File: src/rtl/botoes_debounce_pkg.sv
// Shared constants for the button/switch conditioning stage ahead of the zoom selector.
package botoes_debounce_pkg;

    localparam logic BUT_IDLE             = 1'b1;
    localparam int   ALG_RESET            = 0;
    localparam int   DB_CYCLES_50MHZ_20MS = 1_000_000;
    localparam int   SYNC_STAGES_DEF      = 2;

    function automatic int cnt_width(input int n);
        return (n > 1) ? $clog2(n) : 1;
    endfunction

endpackage

File: src/rtl/botoes_debounce_canal.sv
// One debounce channel: synchroniser chain, candidate register, stability counter and
// registered output. A WIDTH-bit word commits atomically once it has held steady.
module debounce_canal
    import botoes_debounce_pkg::*;
#(
    parameter int               WIDTH       = 1,
    parameter logic [WIDTH-1:0] RST_VAL     = '0,
    parameter int               DB_CYCLES   = DB_CYCLES_50MHZ_20MS,
    parameter int               SYNC_STAGES = SYNC_STAGES_DEF
) (
    input  logic             clk,
    input  logic             rst,
    input  logic [WIDTH-1:0] din_raw,
    output logic [WIDTH-1:0] dout
);

    localparam int             CW      = cnt_width(DB_CYCLES);
    localparam logic [CW-1:0]  CNT_MAX = CW'(DB_CYCLES - 1);

    logic [SYNC_STAGES-1:0][WIDTH-1:0] sync_q, sync_d;
    logic [WIDTH-1:0]                  cand_q, cand_d;
    logic [WIDTH-1:0]                  stable_q, stable_d;
    logic [CW-1:0]                     cnt_q, cnt_d;
    logic [WIDTH-1:0]                  sync_last;

    assign sync_last = sync_q[SYNC_STAGES-1];
    assign dout      = stable_q;

    always_comb begin
        sync_d[0] = din_raw;
        for (int i = 1; i < SYNC_STAGES; i++) begin
            sync_d[i] = sync_q[i-1];
        end
    end

    // Any disagreement between the synchronised value and the candidate restarts the
    // count, so a skewed switch word only commits once every bit has settled.
    always_comb begin
        cand_d   = cand_q;
        cnt_d    = cnt_q;
        stable_d = stable_q;
        if (sync_last == stable_q) begin
            cand_d = sync_last;
            cnt_d  = '0;
        end else if (sync_last != cand_q) begin
            cand_d = sync_last;
            cnt_d  = '0;
        end else if (cnt_q == CNT_MAX) begin
            stable_d = cand_q;
            cnt_d    = '0;
        end else begin
            cnt_d = cnt_q + CW'(1);
        end
    end

    always_ff @(posedge clk or negedge rst) begin
        if (!rst) begin
            sync_q   <= {SYNC_STAGES{RST_VAL}};
            cand_q   <= RST_VAL;
            stable_q <= RST_VAL;
            cnt_q    <= '0;
        end else begin
            sync_q   <= sync_d;
            cand_q   <= cand_d;
            stable_q <= stable_d;
            cnt_q    <= cnt_d;
        end
    end

endmodule

File: src/rtl/botoes_debounce.sv
// Conditions the two active-low zoom buttons and the algorithm switch word into clean,
// clk-domain levels for the zoom/scale selector. Channels are fully independent.
module botoes_debounce
    import botoes_debounce_pkg::*;
#(
    parameter int DB_CYCLES   = DB_CYCLES_50MHZ_20MS,
    parameter int SYNC_STAGES = SYNC_STAGES_DEF,
    parameter int SW_W        = 3
) (
    input  logic            clk,
    input  logic            rst,
    input  logic            but_zoom_in_raw,
    input  logic            but_zoom_out_raw,
    input  logic [SW_W-1:0] escolha_alg_raw,
    output logic            but_zoom_in,
    output logic            but_zoom_out,
    output logic [SW_W-1:0] escolha_alg
);

    debounce_canal #(
        .WIDTH(1), .RST_VAL(BUT_IDLE), .DB_CYCLES(DB_CYCLES), .SYNC_STAGES(SYNC_STAGES)
    ) u_zoom_in (
        .clk(clk), .rst(rst), .din_raw(but_zoom_in_raw), .dout(but_zoom_in)
    );

    debounce_canal #(
        .WIDTH(1), .RST_VAL(BUT_IDLE), .DB_CYCLES(DB_CYCLES), .SYNC_STAGES(SYNC_STAGES)
    ) u_zoom_out (
        .clk(clk), .rst(rst), .din_raw(but_zoom_out_raw), .dout(but_zoom_out)
    );

    debounce_canal #(
        .WIDTH(SW_W), .RST_VAL(SW_W'(ALG_RESET)), .DB_CYCLES(DB_CYCLES),
        .SYNC_STAGES(SYNC_STAGES)
    ) u_alg (
        .clk(clk), .rst(rst), .din_raw(escolha_alg_raw), .dout(escolha_alg)
    );

endmodule

File: config.mk
export PLATFORM = sky130hd
export DESIGN_NAME = botoes_debounce
export DESIGN_NICKNAME = d
export VERILOG_FILES = /design/src/rtl/botoes_debounce_pkg.sv /design/src/rtl/botoes_debounce_canal.sv /design/src/rtl/botoes_debounce.sv
export SDC_FILE = /design/constraint.sdc
export NUM_CORES = 1
export LEC_CHECK = 0
export CORE_AREA = 5 5 102 113
export DETAILED_ROUTE_END_ITERATION = 10
export DIE_AREA = 0 0 107 118
export GPL_TIMING_DRIVEN = 0
export MAX_ROUTING_LAYER = met4
export PLACE_DENSITY = 0.6
export SETUP_SLACK_MARGIN = 0.05
export SKIP_LAST_GASP = 1
export SYNTH_ARGS = -nofsm -noshare
export SYNTH_HDL_FRONTEND = slang
export SYNTH_HIERARCHICAL = 1
export SYNTH_SLANG_ARGS = --single-unit
File: constraint.sdc
create_clock -name clk -period 2.6 [get_ports clk]
set_clock_uncertainty 0.05 [all_clocks]
set_input_delay 0.52 -clock clk [delete_from_list [all_inputs] [get_ports clk]]
set_output_delay 0.52 -clock clk [all_outputs]
set_load 0.03 [all_outputs]
==> metrics.log, run 1 <==
INFO  metric dpl_hpwl = 4680 um
INFO  metric power.density = between 500 and 600 nW/um2
INFO  metric worst_pin_slew = roughly 0.52 ns
INFO  metric post-route-util = between 40% and 50%
INFO  metric worstPathRequired = ~2.8 ns
INFO  metric critical_path_launch_point_type = register
INFO  metric finish.instance_area = between 4000 and 5000 um2
INFO  metric unrepaired_setup_endpoints_after_global_routing = false
INFO  metric power.ir.vdd_worst = between 0.3 and 0.4 mV
INFO  metric drt-initial-drc-count = 96
INFO  metric final.setup.tns = 0 ns
INFO  metric logic_pwr_share = under 10%
INFO  metric globalRoute.busiestLayer = met2
INFO  metric postCtsResizedCells = 0
INFO  metric synth_enable_flop_cells = 0
INFO  metric grt_util_met1 = roughly 15%
INFO  metric final_cells = approximately 510
INFO  metric horizontal_extent_of_the_die = around 110 um
INFO  metric grt_max_degree = 51
INFO  metric syn_inst = 360
INFO  metric yosys.cell_types.count = 36
INFO  metric ys_ff_latch = 80
INFO  metric clk-insertion-delay-late = 0.33 ns
INFO  metric holdCritPathClass = input pin to async pin
INFO  metric post-cts-setup-buffer-count = 0
INFO  metric grt_antenna_before_repair = 0
INFO  metric clk_pin_slew = roughly 0.05 ns
INFO  metric die-area = between 10000 and 15000 um2
INFO  metric numCtsBuffers = 9
INFO  metric die_y = roughly 120 um
INFO  metric criticalPathCategory = register to register
INFO  metric cts_tree = done
INFO  metric internal_power = between 1.5 and 2 mW
INFO  metric final_critical_path_required_period = between 2 and 2.5 ns
INFO  metric placed_cell_area = ~4000 um2
INFO  metric highest_fanout_seen_on_the_critical_path = 4
INFO  metric core-area = 10200 um2
INFO  metric n_fill_cell = between 900 and 1k
INFO  metric drv_slew = 0
INFO  metric layout.nets = slightly below 400
INFO  metric clockRootBuffer = clkbuf_16
INFO  metric worst_ep_arrival_time = approximately 2.4 ns
INFO  metric p_sw_share = between 20% and 30%
INFO  metric postLayoutSetupSlackWorst = ~0.43 ns
INFO  metric routed_wl = between 6000 and 7000 um
INFO  metric status = finished clean
INFO  metric timing_hold_violations_final = 0
INFO  metric drt-pass1-iter-count = 4
INFO  metric cts.path.max_buffers = 2
INFO  metric holdBufCountCts = 0
INFO  metric synth.largest_area_cell = dfrtp_1
INFO  metric syn_area_per_cell = 10.3 um2
INFO  metric io_buffers = 11
INFO  metric area_delta_synth_final = 14.7%
INFO  metric diode_count = 0
INFO  metric power_frac_clock = about 45%
INFO  metric timing.max_cap.violations = 0
INFO  metric power.share.sequential = about 52%
INFO  metric grt_use_met2 = 18.5%
INFO  metric power.switching = about 0.52 mW
INFO  metric timing.final.setup_violations = 0
INFO  metric number_of_cells_after_detailed_placement = around 500
INFO  metric ys_dominant_reg_cell = dfrtp_1
INFO  metric initial_utilization = a little over a third
INFO  metric post_synth_instance_area = ~3700 um2
INFO  metric fmax = around 0.46 GHz
INFO  metric cts-htree-levels = 3
INFO  metric finalHoldWorstSlack = a little over 0.08 ns
INFO  metric mappedNetlistNets = 370
INFO  metric layout_worst_path_cycle_share = roughly 83%
INFO  metric numClockSinks = 80
INFO  metric worst_setup_path_end_kind = register
INFO  metric report.power.total = around 2.5 mW
INFO  metric grt_remaining_overflow = 0
INFO  metric via_per_inst = roughly 5
INFO  metric grtUsageTotal = around an eighth
INFO  metric detail-route-antenna-nets = 0
INFO  metric gr-usage-met3 = under 10%
INFO  metric drc_errors = 0
INFO  metric power_leakage = ~1.6 nW
INFO  metric asyncSetResetFlopFracSynth = 100%
INFO  metric grt_first_pass_wirelength = 11900 um
INFO  metric place.gp.congestion = about 0.76
INFO  metric wl_per_cell = between 10 and 15 um
INFO  metric number_of_global_route_vias_before_repair = 2611
INFO  metric synth_commonest_cells = dfrtp_1 (72), nor2_1 (50), xnor2_1 (29)
INFO  metric relSlewSlack = approximately 66%
INFO  metric ios = 12
INFO  metric synthesis.yosys.warnings = 6
INFO  metric area_share_of_the_largest_cell_type_after_synthesis = slightly below 50%
INFO  metric rows = 39
INFO  metric detailedPlace.worstSlack = ~0.43 ns
INFO  metric ys_seq_area_share = a little over half
INFO  metric synthMostInstantiatedCell = dfrtp_1
INFO  metric via_count = between 2k and 3k
INFO  metric drive_gt1_share = a little over a tenth
INFO  metric synth.top_cells.by_area = dfrtp_1 (49%), xnor2_1 (6.9%), dfstp_2 (5.7%)
## final timing paths
check                      slack [ns]           startpoint  cells after the start                    to
min in group clk                 0.30      u_alg/sync_d[5]                      0    u_alg/sync_last[2]
hold / removal                   0.08                  rst                      1    u_zoom_in/cnt_q[8]
setup reg to reg                 0.43  u_zoom_out/cnt_q[0]                      5  u_zoom_out/cnt_q[18]
setup / recovery                 0.43  u_zoom_out/cnt_q[0]                      5  u_zoom_out/cnt_q[18]
max in group asynchronous        1.81                  rst                      2        u_zoom_in/dout
hold reg to reg                  0.30      u_alg/sync_d[5]                      0    u_alg/sync_last[2]
## power groups by stage
| stage | clock [mW] | combinational [mW] | sequential (mW) |
|---|---|---|---|
| after floorplan | 0 | 0.0332 | 1.30 |
| after global placement | 0 | 0.0772 | 1.30 |
| after detailed placement | 0 | 0.0840 | 1.30 |
| after CTS | 1.14 | 0.0842 | 1.28 |
| after global routing | 1.20 | 0.0921 | 1.28 |
| final | 1.10 | 0.0806 | 1.28 |
## flip-flops by register name, indices dropped and copies added, names as in the netlist
register / cells
u_zoom_out/sync_last: 1
u_zoom_in/dout: 1
u_zoom_in/sync_last: 1
u_zoom_in/sync_d: 1
u_alg/sync_d: 3
u_zoom_out/dout: 1
u_zoom_out/sync_d: 1
u_zoom_in/cnt_q: 20
u_alg/sync_last: 3
u_alg/cnt_q: 20
u_zoom_out/cand_q: 1
u_zoom_out/cnt_q: 20
u_alg/dout: 3
u_alg/cand_q: 3
u_zoom_in/cand_q: 1
## cell type report
type | instances | area, um2 | area share (%)
plain buffers | 15 | 61.3 | 1.45
clock buffers | 14 | 244 | 5.75
well taps | 123 | 154 | 3.63
inverters | 13 | 48.8 | 1.15
clock inverters | 2 | 10.0 | 0.236
multi-input cells | 252 | 1580 | 37.2
repair buffers | 12 | 135 | 3.19
flip-flops and latches | 80 | 2010 | 47.4
## cells in the final DEF (no fill, tap or decap), types with 11 or more instances in the layout
cell	count
inv_1	13
nor2_1	50
dfrtp_1	72
a21oi_1	12
nand2_1	21
xnor2_1	29
nand4_1	11
nand3_1	19
xor2_1	19
clkbuf_1	16
## cell families (layout without fill, tap and decap cells)
group | after synthesis | count (layout) | share of synthesized area (%)
AO/OA/AOI/OAI | 33 | 33 | 5.24
XOR/XNOR | 48 | 48 | 11.4
adder cells (fa/ha/maj) | 3 | 3 | 1.01
buffers and inverters | 28 | 56 | 2.98
flip-flops | 80 | 80 | 54.4
multiplexers | 3 | 3 | 0.913
AND/OR/NAND/NOR | 165 | 165 | 24.1
## worst max-delay path, stage by stage, from the launching register on
cell     delay [ns]
dfrtp_1        0.38
ha_1           0.24
nand4_1        0.20
or3_2          0.57
or4_1          0.48
a21oi_1        0.16
## per-layer routing
metal,up-vias,wire length (um)
met5,-,0
met4,0,195
met3,14,153
met2,33,3210
met1,1291,3260
li1,1288,-
(Power assumes the default switching activity.)
==> run 2: changes to the inputs <==
==> constraint.sdc (replaced) <==
create_clock -name clk -period 2.1 [get_ports clk]
set_clock_uncertainty 0.05 [all_clocks]
set_input_delay 0.42 -clock clk [delete_from_list [all_inputs] [get_ports clk]]
set_output_delay 0.42 -clock clk [all_outputs]
set_load 0.03 [all_outputs]
==> metrics.log, run 2 (synthesis results as in run 1) <==
INFO  metric clk_pin_slew = approximately 0.060 ns
INFO  metric wl_per_cell = 13.3 um
INFO  metric multi_input_comb_area = 1620 um2
INFO  metric holdCritPathClass = register to register
INFO  metric core-area = a little over 10000 um2
INFO  metric die_y = 118 um
INFO  metric power_leakage = around 1.7 nW
INFO  metric power.density = roughly 700 nW/um2
INFO  metric initial_utilization = between 30% and 40%
INFO  metric dpl_hpwl = roughly 4700 um
INFO  metric drt-pass1-iter-count = 4
INFO  metric worstPathRequired = ~2.3 ns
INFO  metric horizontal_extent_of_the_die = roughly 110 um
INFO  metric timing_hold_violations_final = 0
INFO  metric report.power.total = just over 3 mW
INFO  metric drv_slew = 0
INFO  metric reg2reg_setup_slack = between 0.08 and 0.09 ns
INFO  metric timing.max_cap.violations = 0
INFO  metric numClockSinks = 80
INFO  metric cts.path.max_buffers = 2
INFO  metric grt_remaining_overflow = 0
INFO  metric layout.nets = 401
INFO  metric die-area = around 13000 um2
INFO  metric cts-htree-levels = 3
INFO  metric layout.cells.most_common = dfrtp_1
INFO  metric grt_first_pass_wirelength = between 10000 and 15000 um
INFO  metric power.ir.vdd_worst = approximately 0.42 mV
INFO  metric drc_errors = 0
INFO  metric routed_wl = a little under 7000 um
INFO  metric grt_util_met1 = 15.1%
INFO  metric timing.final.setup_violations = 0
INFO  metric number_of_global_route_vias_before_repair = around 2.6k
INFO  metric grt_use_met2 = about a fifth
INFO  metric detail-route-antenna-nets = 0
INFO  metric fmax = 0.496 GHz
INFO  metric cts_tree = done
INFO  metric clk-insertion-delay-late = between 0.3 and 0.4 ns
INFO  metric drive_gt1_share = 14.1%
INFO  metric seq_area = 2010 um2
INFO  metric worst_ep_arrival_time = ~2.2 ns
INFO  metric area_delta_synth_final = 17.7%
INFO  metric ios = 12
INFO  metric layout.cells.most_common_list = dfrtp_1 (70), nor2_1 (50), xnor2_1 (29)
INFO  metric n_fill_cell = 980
INFO  metric via_per_inst = 5.11
INFO  metric worst_setup_path_end_kind = register
INFO  metric worst_pin_slew = 0.493 ns
INFO  metric largest_registers = u_alg/cnt_q x20, u_zoom_in/cnt_q x20, u_zoom_out/cnt_q x20
INFO  metric grt_max_degree = 51
INFO  metric place.gp.congestion = 0.760
INFO  metric relSlewSlack = about two thirds
INFO  metric unrepaired_setup_endpoints_after_global_routing = true
INFO  metric gr-usage-met3 = under 10%
INFO  metric io_buffers = 11
INFO  metric drt-initial-drc-count = 91
INFO  metric layout_worst_path_cycle_share = slightly below 100%
INFO  metric clockRootBuffer = clkbuf_16
INFO  metric grtUsageTotal = 12.1%
INFO  metric numCtsBuffers = 9
INFO  metric final.setup.tns = 0 ns
INFO  metric critical_path_launch_point_type = register
INFO  metric grt_antenna_before_repair = 0
INFO  metric criticalPathCategory = register to register
INFO  metric globalRoute.busiestLayer = met2
INFO  metric diode_count = 0
INFO  metric rows = 39
INFO  metric status = finished clean
INFO  metric final_critical_path_required_period = roughly 2 ns
INFO  metric highest_fanout_seen_on_the_critical_path = 9
INFO  metric via_count = 2654
-- run 2: layout make-up --
class                   instances  area share [%]
flip-flops and latches         80            46.3
inverters                      13            1.12
clock buffers                  14            5.61
well taps                     123            3.54
multi-input cells             252            37.1
repair buffers                 20            4.57
plain buffers                  15            1.52
clock inverters                 2           0.230
-- run 2: power breakdown --
group          leakage [nW]  switching (mW)  internal (mW)
combinational         0.486          0.0676         0.0371
clock                 0.125           0.560          0.798
sequential             1.06          0.0159           1.57
total                  1.67           0.643           2.40
-- run 2: final timing paths --
path,from,to,cells past startpoint
hold / removal,u_alg/sync_d[5],u_alg/sync_last[2],0
hold reg to reg,u_alg/sync_d[5],u_alg/sync_last[2],0
setup / recovery,u_zoom_out/cnt_q[6],u_zoom_out/cnt_q[17],5
max in group asynchronous,rst,u_zoom_in/dout,3
setup reg to reg,u_zoom_out/cnt_q[6],u_zoom_out/cnt_q[17],5
min in group asynchronous,rst,u_zoom_in/cnt_q[8],2
-- run 2: critical path, stage by stage (launching register included) --
cell and delay [ns]:
dfrtp_1 0.43, nand4_2 0.19, or4_1 0.52, buf_2 0.18, or4_1 0.41, a21oi_1 0.15
-- run 2: through the flow --
step	std cells	hold slack, ns	worst slack, ns	util [%]	cell area, um2
after floorplan	360	0.0744	0.143	-	3700
after detailed placement	495	0.291	-0.0710	38.9	3990
after CTS	516	0.300	0.0530	41.9	4290
after global routing	519	0.311	-0.0555	42.5	4350
after global placement	494	0.287	-2.35	38.7	3960
final	519	0.296	0.0836	42.5	4350
-- run 2: layer usage --
| layer | vias up | wire [um] |
|---|---|---|
| li1 | 1305 | - |
| met1 | 1302 | 3250 |
| met2 | 31 | 3280 |
| met3 | 16 | 166 |
| met4 | 0 | 206 |
| met5 | - | 0 |
-- run 2: what timing repair did --
action,CTS,global route
pin swaps,1,2
endpoints found under the hold margin,23,0
buffers inserted,4,3
setup endpoints to repair,17,41
gates resized for setup,5,15
hold buffers,1,0
==> run 3: changes to the inputs <==
==> constraint.sdc (replaced) <==
create_clock -name clk -period 2.05 [get_ports clk]
set_clock_uncertainty 0.05 [all_clocks]
set_input_delay 0.41 -clock clk [delete_from_list [all_inputs] [get_ports clk]]
set_output_delay 0.41 -clock clk [all_outputs]
set_load 0.03 [all_outputs]
==> metrics.log, run 3 (synthesis results as in run 1) <==
INFO  metric status = finished clean
INFO  metric critical_path_launch_point_type = register
INFO  metric drc_errors = 0
INFO  metric layout.nets = 411
INFO  metric relSlewSlack = 71.9%
INFO  metric dpl_hpwl = 4680 um
INFO  metric largest_registers = u_alg/cnt_q x20, u_zoom_in/cnt_q x20, u_zoom_out/cnt_q x20
INFO  metric logic_pwr_share = 3.6%
INFO  metric place.gp.congestion = between 0.7 and 0.8
INFO  metric grt_first_pass_wirelength = approximately 12000 um
INFO  metric cp_num_cells = 5
INFO  metric power.ir.vdd_worst = approximately 0.43 mV
INFO  metric worst_setup_path_end_kind = register
INFO  metric r2r_cells = 5
INFO  metric grt_remaining_overflow = 0
INFO  metric critical-path-top-delay-family = simple AND/OR/NAND/NOR gates
INFO  metric r2r_end = u_zoom_in/cnt_q[19]
INFO  metric ios = 12
INFO  metric fmax = around 0.51 GHz
INFO  metric r2r_start = u_zoom_in/cnt_q[7]
INFO  metric critical_path_buf_inv_count = 1
INFO  metric finalHoldWorstSlack = about 0.30 ns
INFO  metric power.switching = around 0.66 mW
INFO  metric reg2reg_setup_slack = roughly 0.09 ns
INFO  metric clk_pin_slew = 0.06 ns
INFO  metric detail-route-antenna-nets = 0
INFO  metric wl_per_cell = roughly 13 um
INFO  metric cts.path.max_buffers = 2
INFO  metric number_of_global_route_vias_before_repair = approximately 2.7k
INFO  metric critical-path-slowest-cell = or4_4
INFO  metric layout.cells.most_common = dfrtp_1
INFO  metric detailedPlace.worstSlack = -0.121 ns
INFO  metric timing.max_cap.violations = 0
INFO  metric worst_pin_slew = ~0.42 ns
INFO  metric core-area = 10200 um2
INFO  metric power.density = 698 nW/um2
INFO  metric initial_utilization = around 36%
INFO  metric cp_common_cell = or4_4
INFO  metric report.power.total = 3.13 mW
INFO  metric crit_path_max_incr_delay = around 0.53 ns
INFO  metric p_sw_share = 21.2%
INFO  metric drv_slew = 0
INFO  metric io_buffers = 11
INFO  metric unrepaired_setup_endpoints_after_global_routing = true
INFO  metric area_delta_synth_final = 21.1%
INFO  metric grtUsageTotal = between 10% and 20%
INFO  metric clk-insertion-delay-late = around 0.33 ns
INFO  metric timing.final.setup_violations = 0
INFO  metric clockRootBuffer = clkbuf_16
INFO  metric grt_antenna_before_repair = 0
INFO  metric drive_gt1_share = between 10% and 20%
INFO  metric crit_chain = nand4_4 -> or4_4 -> buf_6 -> or4_4 -> a21oi_2
INFO  metric cts_tree = done
INFO  metric drt-pass1-iter-count = 4
INFO  metric power_frac_clock = about 45%
INFO  metric numCtsBuffers = 9
INFO  metric min_delay_path_depth = 0
INFO  metric via_per_inst = between 5 and 6
INFO  metric highest_fanout_seen_on_the_critical_path = 9
INFO  metric layout.cells.most_common_list = dfrtp_1 (70), nor2_1 (50), xnor2_1 (29)
INFO  metric criticalPathCategory = register to register
INFO  metric die-area = approximately 13000 um2
INFO  metric via_count = roughly 2.7k
INFO  metric timing_hold_violations_final = 0
INFO  metric cts-htree-levels = 3
INFO  metric layout_worst_path_cycle_share = around 95%
INFO  metric holdCritPathClass = register to register
INFO  metric worstPathRequired = around 2.3 ns
INFO  metric power_leakage = 1.73 nW
INFO  metric numClockSinks = 80
INFO  metric internal_power = about 2.5 mW
INFO  metric worst_ep_arrival_time = ~2.2 ns
INFO  metric drt-initial-drc-count = approximately 120
INFO  metric postLayoutSetupSlackWorst = a little over 0.09 ns
INFO  metric die_y = about 120 um
INFO  metric horizontal_extent_of_the_die = roughly 110 um
INFO  metric grt_max_degree = 51
INFO  metric min_delay_worst_endpoint = u_alg/sync_last[2]
INFO  metric worst_hold_startpoint = u_alg/sync_d[5]
INFO  metric diode_count = 0
INFO  metric routed_wl = just over 7000 um
INFO  metric power.share.sequential = about half
INFO  metric rows = 39
INFO  metric final_critical_path_required_period = approximately 2.0 ns
[run 3: cell count changes in the layout (fill, tap and decap cells not counted), moves of 2 or more]
cell / change
buf_4: +9
or4_1: -3
or4_4: +3
buf_1: -2
buf_2: +2
buf_6: +2
[run 3: worst reg2reg max path, stage by stage, from the launching register on]
cell and delay, ns:
dfrtp_1 0.42, nand4_4 0.15, or4_4 0.53, buf_6 0.15, or4_4 0.43, a21oi_2 0.15
[run 3: through the flow]
stage	instances	instance area [um2]	TNS, ns	utilization (%)
after global placement	494	3960	-183.18	38.7
after floorplan	360	3700	0	-
after global routing	529	4480	0	43.7
final	529	4480	0	43.7
after CTS	522	4360	0	42.6
after detailed placement	495	3990	-0.358	38.9
[run 3: how the worst max path moves through the flow]
stage	from	end
after detailed placement	u_zoom_out/cnt_q[0]	u_zoom_out/cnt_q[18]
after global placement	rst	u_zoom_out/cnt_q[16]
after floorplan	u_zoom_in/cnt_q[0]	u_zoom_in/cnt_q[18]
after global routing	u_zoom_out/cnt_q[0]	u_zoom_out/cnt_q[18]
after CTS	u_zoom_out/cnt_q[0]	u_zoom_out/cnt_q[18]
final	u_zoom_in/cnt_q[7]	u_zoom_in/cnt_q[19]
[run 3: final cells by class]
cell class,instances,area (um2)
Fill cell,972,5770
Sequential cell,80,2010
Multi-Input combinational cell,252,1660
Timing Repair Buffer,30,270
Clock buffer,14,244
Tap cell,123,154
Buffer,15,78.8
Inverter,13,48.8
Clock inverter,2,10.0
[run 3: power by group through the flow]
| stage | logic (mW) | registers, mW | clock network (mW) |
|---|---|---|---|
| final | 0.114 | 1.62 | 1.39 |
| after global routing | 0.130 | 1.62 | 1.52 |
| after CTS | 0.111 | 1.62 | 1.44 |
| after detailed placement | 0.106 | 1.65 | 0 |
| after global placement | 0.0979 | 1.65 | 0 |
| after floorplan | 0.0421 | 1.64 | 0 |
[run 3: timing repair]
action,4_1_cts,5_1_grt
buffers inserted,10,7
resized for setup,13,20
endpoints found under the setup margin,42,29
pin swaps,2,4
hold endpoints to repair,23,0
hold buffers,1,0
[run 3: per-layer routing]
metal	global-route usage, %	routed length [um]
met5	-	0
met4	7.03	180
met3	1.76	165
met2	19.1	3450
met1	15.2	3330
==> edit (settings of run 1) <==
Reset style: synchronous (`rst`), changed in one clocked block.
--- a/src/rtl/botoes_debounce_canal.sv
+++ b/src/rtl/botoes_debounce_canal.sv
@@ -54,5 +54,5 @@
     end
 
-    always_ff @(posedge clk or negedge rst) begin
+    always_ff @(posedge clk) begin
         if (!rst) begin
             sync_q   <= {SYNC_STAGES{RST_VAL}};
Behaviour: no difference found for any inputs over 10 cycles, from zero or initial values and one cycle with rst low; that may be too few to reach the edited logic, so the function may still have changed.
==> edit against run 1 <==
  * Sequential cell count is the same
  * Largest cell class is now multi-input gates
  * Synthesized cell count up 4.7%
  * Final area fell by 6.1%
  * Critical endpoint is now u_zoom_out/cnt_q[19]
  * Maximum frequency increased by 0.55%
  * Synthesized area fell by 7.2%
  * Wire length fell by 8.8%
  * Worst setup slack gained 0.012 ns
  * Power about the same
  * Global-route usage fell by 1.2 points
  * Highest routed layer unchanged
  * Die area did not move
==> edit: results (changes against run 1) <==
| Metric | Value |
|---|---|
| Outcome | finished clean |
| First-pass GRT wire length | 11000 um (-8.1%) |
| CP peak stage delay | 0.71 ns (+0.14 ns) |
| Routability cong. | 0.771 (+1.5%) |
| Crit path max fanout | 10 (+6) |
| Worst slack at placement | 0.254 ns (-0.175 ns) |
| Clk buf depth | 2 (unchanged) |
| Slowest CP cell | or4b_2 |
| Port Buf Inserts | 11 (unchanged) |
| Share of cells above drive strength 1 | 0.0941 (-0.0116) |
| Post-CTS Setup Bufs | 0 (unchanged) |
| DRT iter0 DRCs | 152 (+58%) |
| Clock H-tree levels | 3 (unchanged) |
| Yosys cell types | 42 (+17%) |
| Synth Net Count | 387 (+4.6%) |
| Vias | 2595 (-1.2%) |
| Sequential share of the synthesized area | 0.466 (-0.0775) |
| Switching Fraction | 0.204 (-0.00679) |
| # nets final | 409 (+4.1%) |
| Overall routing resource usage | 0.108 (-0.0120) |
| Wire per inst | 11.8 um (-12%) |
| Yosys warnings | 6 (unchanged) |
| Clk_lat worst skew | 0.33 ns (about the same) |
| Synth area leaders | dfxtp_1 47%, xnor2_1 5.9%, xor2_1 5.9% |
| Largest regs | u_alg/cnt_q x20, u_zoom_in/cnt_q x20, u_zoom_out/cnt_q x20 |
| Antenna cells | 0 (unchanged) |
| Top cells by count, synth | 80 x dfxtp_1, 52 x nor2_1, 32 x nand2_1 |
| Placed wire-length estimate | 4420 um (-5.5%) |
| # setup viols final | 0 (unchanged) |
| Vias in the first global route | 2474 (-5.2%) |
| HP Class | register to register |
| Antenna violations before repair | 0 (unchanged) |
| Worst Path Arrival | 2.29 ns (-0.08 ns) |
| Post-CTS resize count | 0 (unchanged) |
| Leakage | 1.29 nW (-20%) |
| Relative slew slack | 0.533 (-0.122) |
| Largest net degree at the start of global routing | 20 (-61%) |
| Asr flop ratio synth | 0 (-1.00) |
| Pre-Repair DR Iteration Count | 4 (unchanged) |
| Main synth FF type | dfxtp_1 |
| Clk slew on worst S/H paths | 0.06 ns |
| Peak supply drop | 0.309 mV (-9.1%) |
| CTS Root Cell | clkbuf_16 |
| CTS Buf Count | 9 (unchanged) |
-- edit: cell types whose count changed in the layout (fill, tap and decap cells not counted), sizes merged, moves of 4 or more --
| cell | delta |
|---|---|
| and2 | +9 |
| and3 | +5 |
| clkbuf | -7 |
| dfrtp | -72 |
| dfstp | -8 |
| dfxtp | +80 |
| inv | -4 |
| nand2 | +11 |
| nand2b | +5 |
| nor4 | -4 |
| o31ai | -4 |
| xnor2 | -6 |
| xor2 | +4 |
-- edit: stage by stage --
step | instances | area [um2] | utilization
detailed placement | 511 | 3700 | 0.361
floorplan | 377 | 3430 | -
finish | 527 | 3980 | 0.389
global route | 527 | 3980 | 0.389
global placement | 511 | 3700 | 0.361
CTS | 527 | 3980 | 0.389
-- edit: power by group through the flow --
stage	clock (mW)	combinational [mW]	sequential, mW
after floorplan	0	0.0260	1.27
after global placement	0	0.0442	1.27
after detailed placement	0	0.0447	1.27
after CTS	1.21	0.0448	1.24
after global routing	1.26	0.0492	1.24
final	1.17	0.0437	1.24
-- edit: worst max-delay path: cells and delay by family, from the launching register on --
family,cells,cell delay (ns)
AOI/OAI and AO/OA,2,0.33
DFF,1,0.38
buffers and inverters,1,0.41
and+or+nand+nor,2,0.84
-- edit: cells by family after synthesis --
| kind of cell | synth area share |
|---|---|
| simple gates | 0.297 |
| flops | 0.466 |
| xor+xnor | 0.117 |
| compound gates | 0.0722 |
| buf+inv | 0.0270 |
| mux | 0.00875 |
| fa+ha+maj | 0.0109 |
-- edit: layout make-up --
type	instances	area, um2
clock inverters	5	31.3
flip-flops and latches	80	1600
inverters	9	33.8
repair buffers	11	110
multi-input cells	277	1740
plain buffers	11	58.8
clock buffers	11	253
well taps	123	154
fillers	1060	6270
-- edit: final timing paths --
kind / startpoint / end / slack [ns] / cells after the start
worst min-delay path: u_zoom_in/sync_d[1] / u_zoom_in/sync_last / 0.36 / 1
worst max-delay path: u_zoom_out/cnt_q[16] / u_zoom_out/cnt_q[19] / 0.45 / 5
worst min register to register: u_zoom_in/sync_d[1] / u_zoom_in/sync_last / 0.36 / 1
worst max register to register: u_zoom_out/cnt_q[16] / u_zoom_out/cnt_q[19] / 0.45 / 5
-- edit: metal layers --
layer	track usage	vias up	routed length, um
met5	-	-	0
met2	0.169	28	2920
met4	0.0576	0	114
met1	0.130	1198	3050
met3	0.0247	6	138
li1	-	1363	-
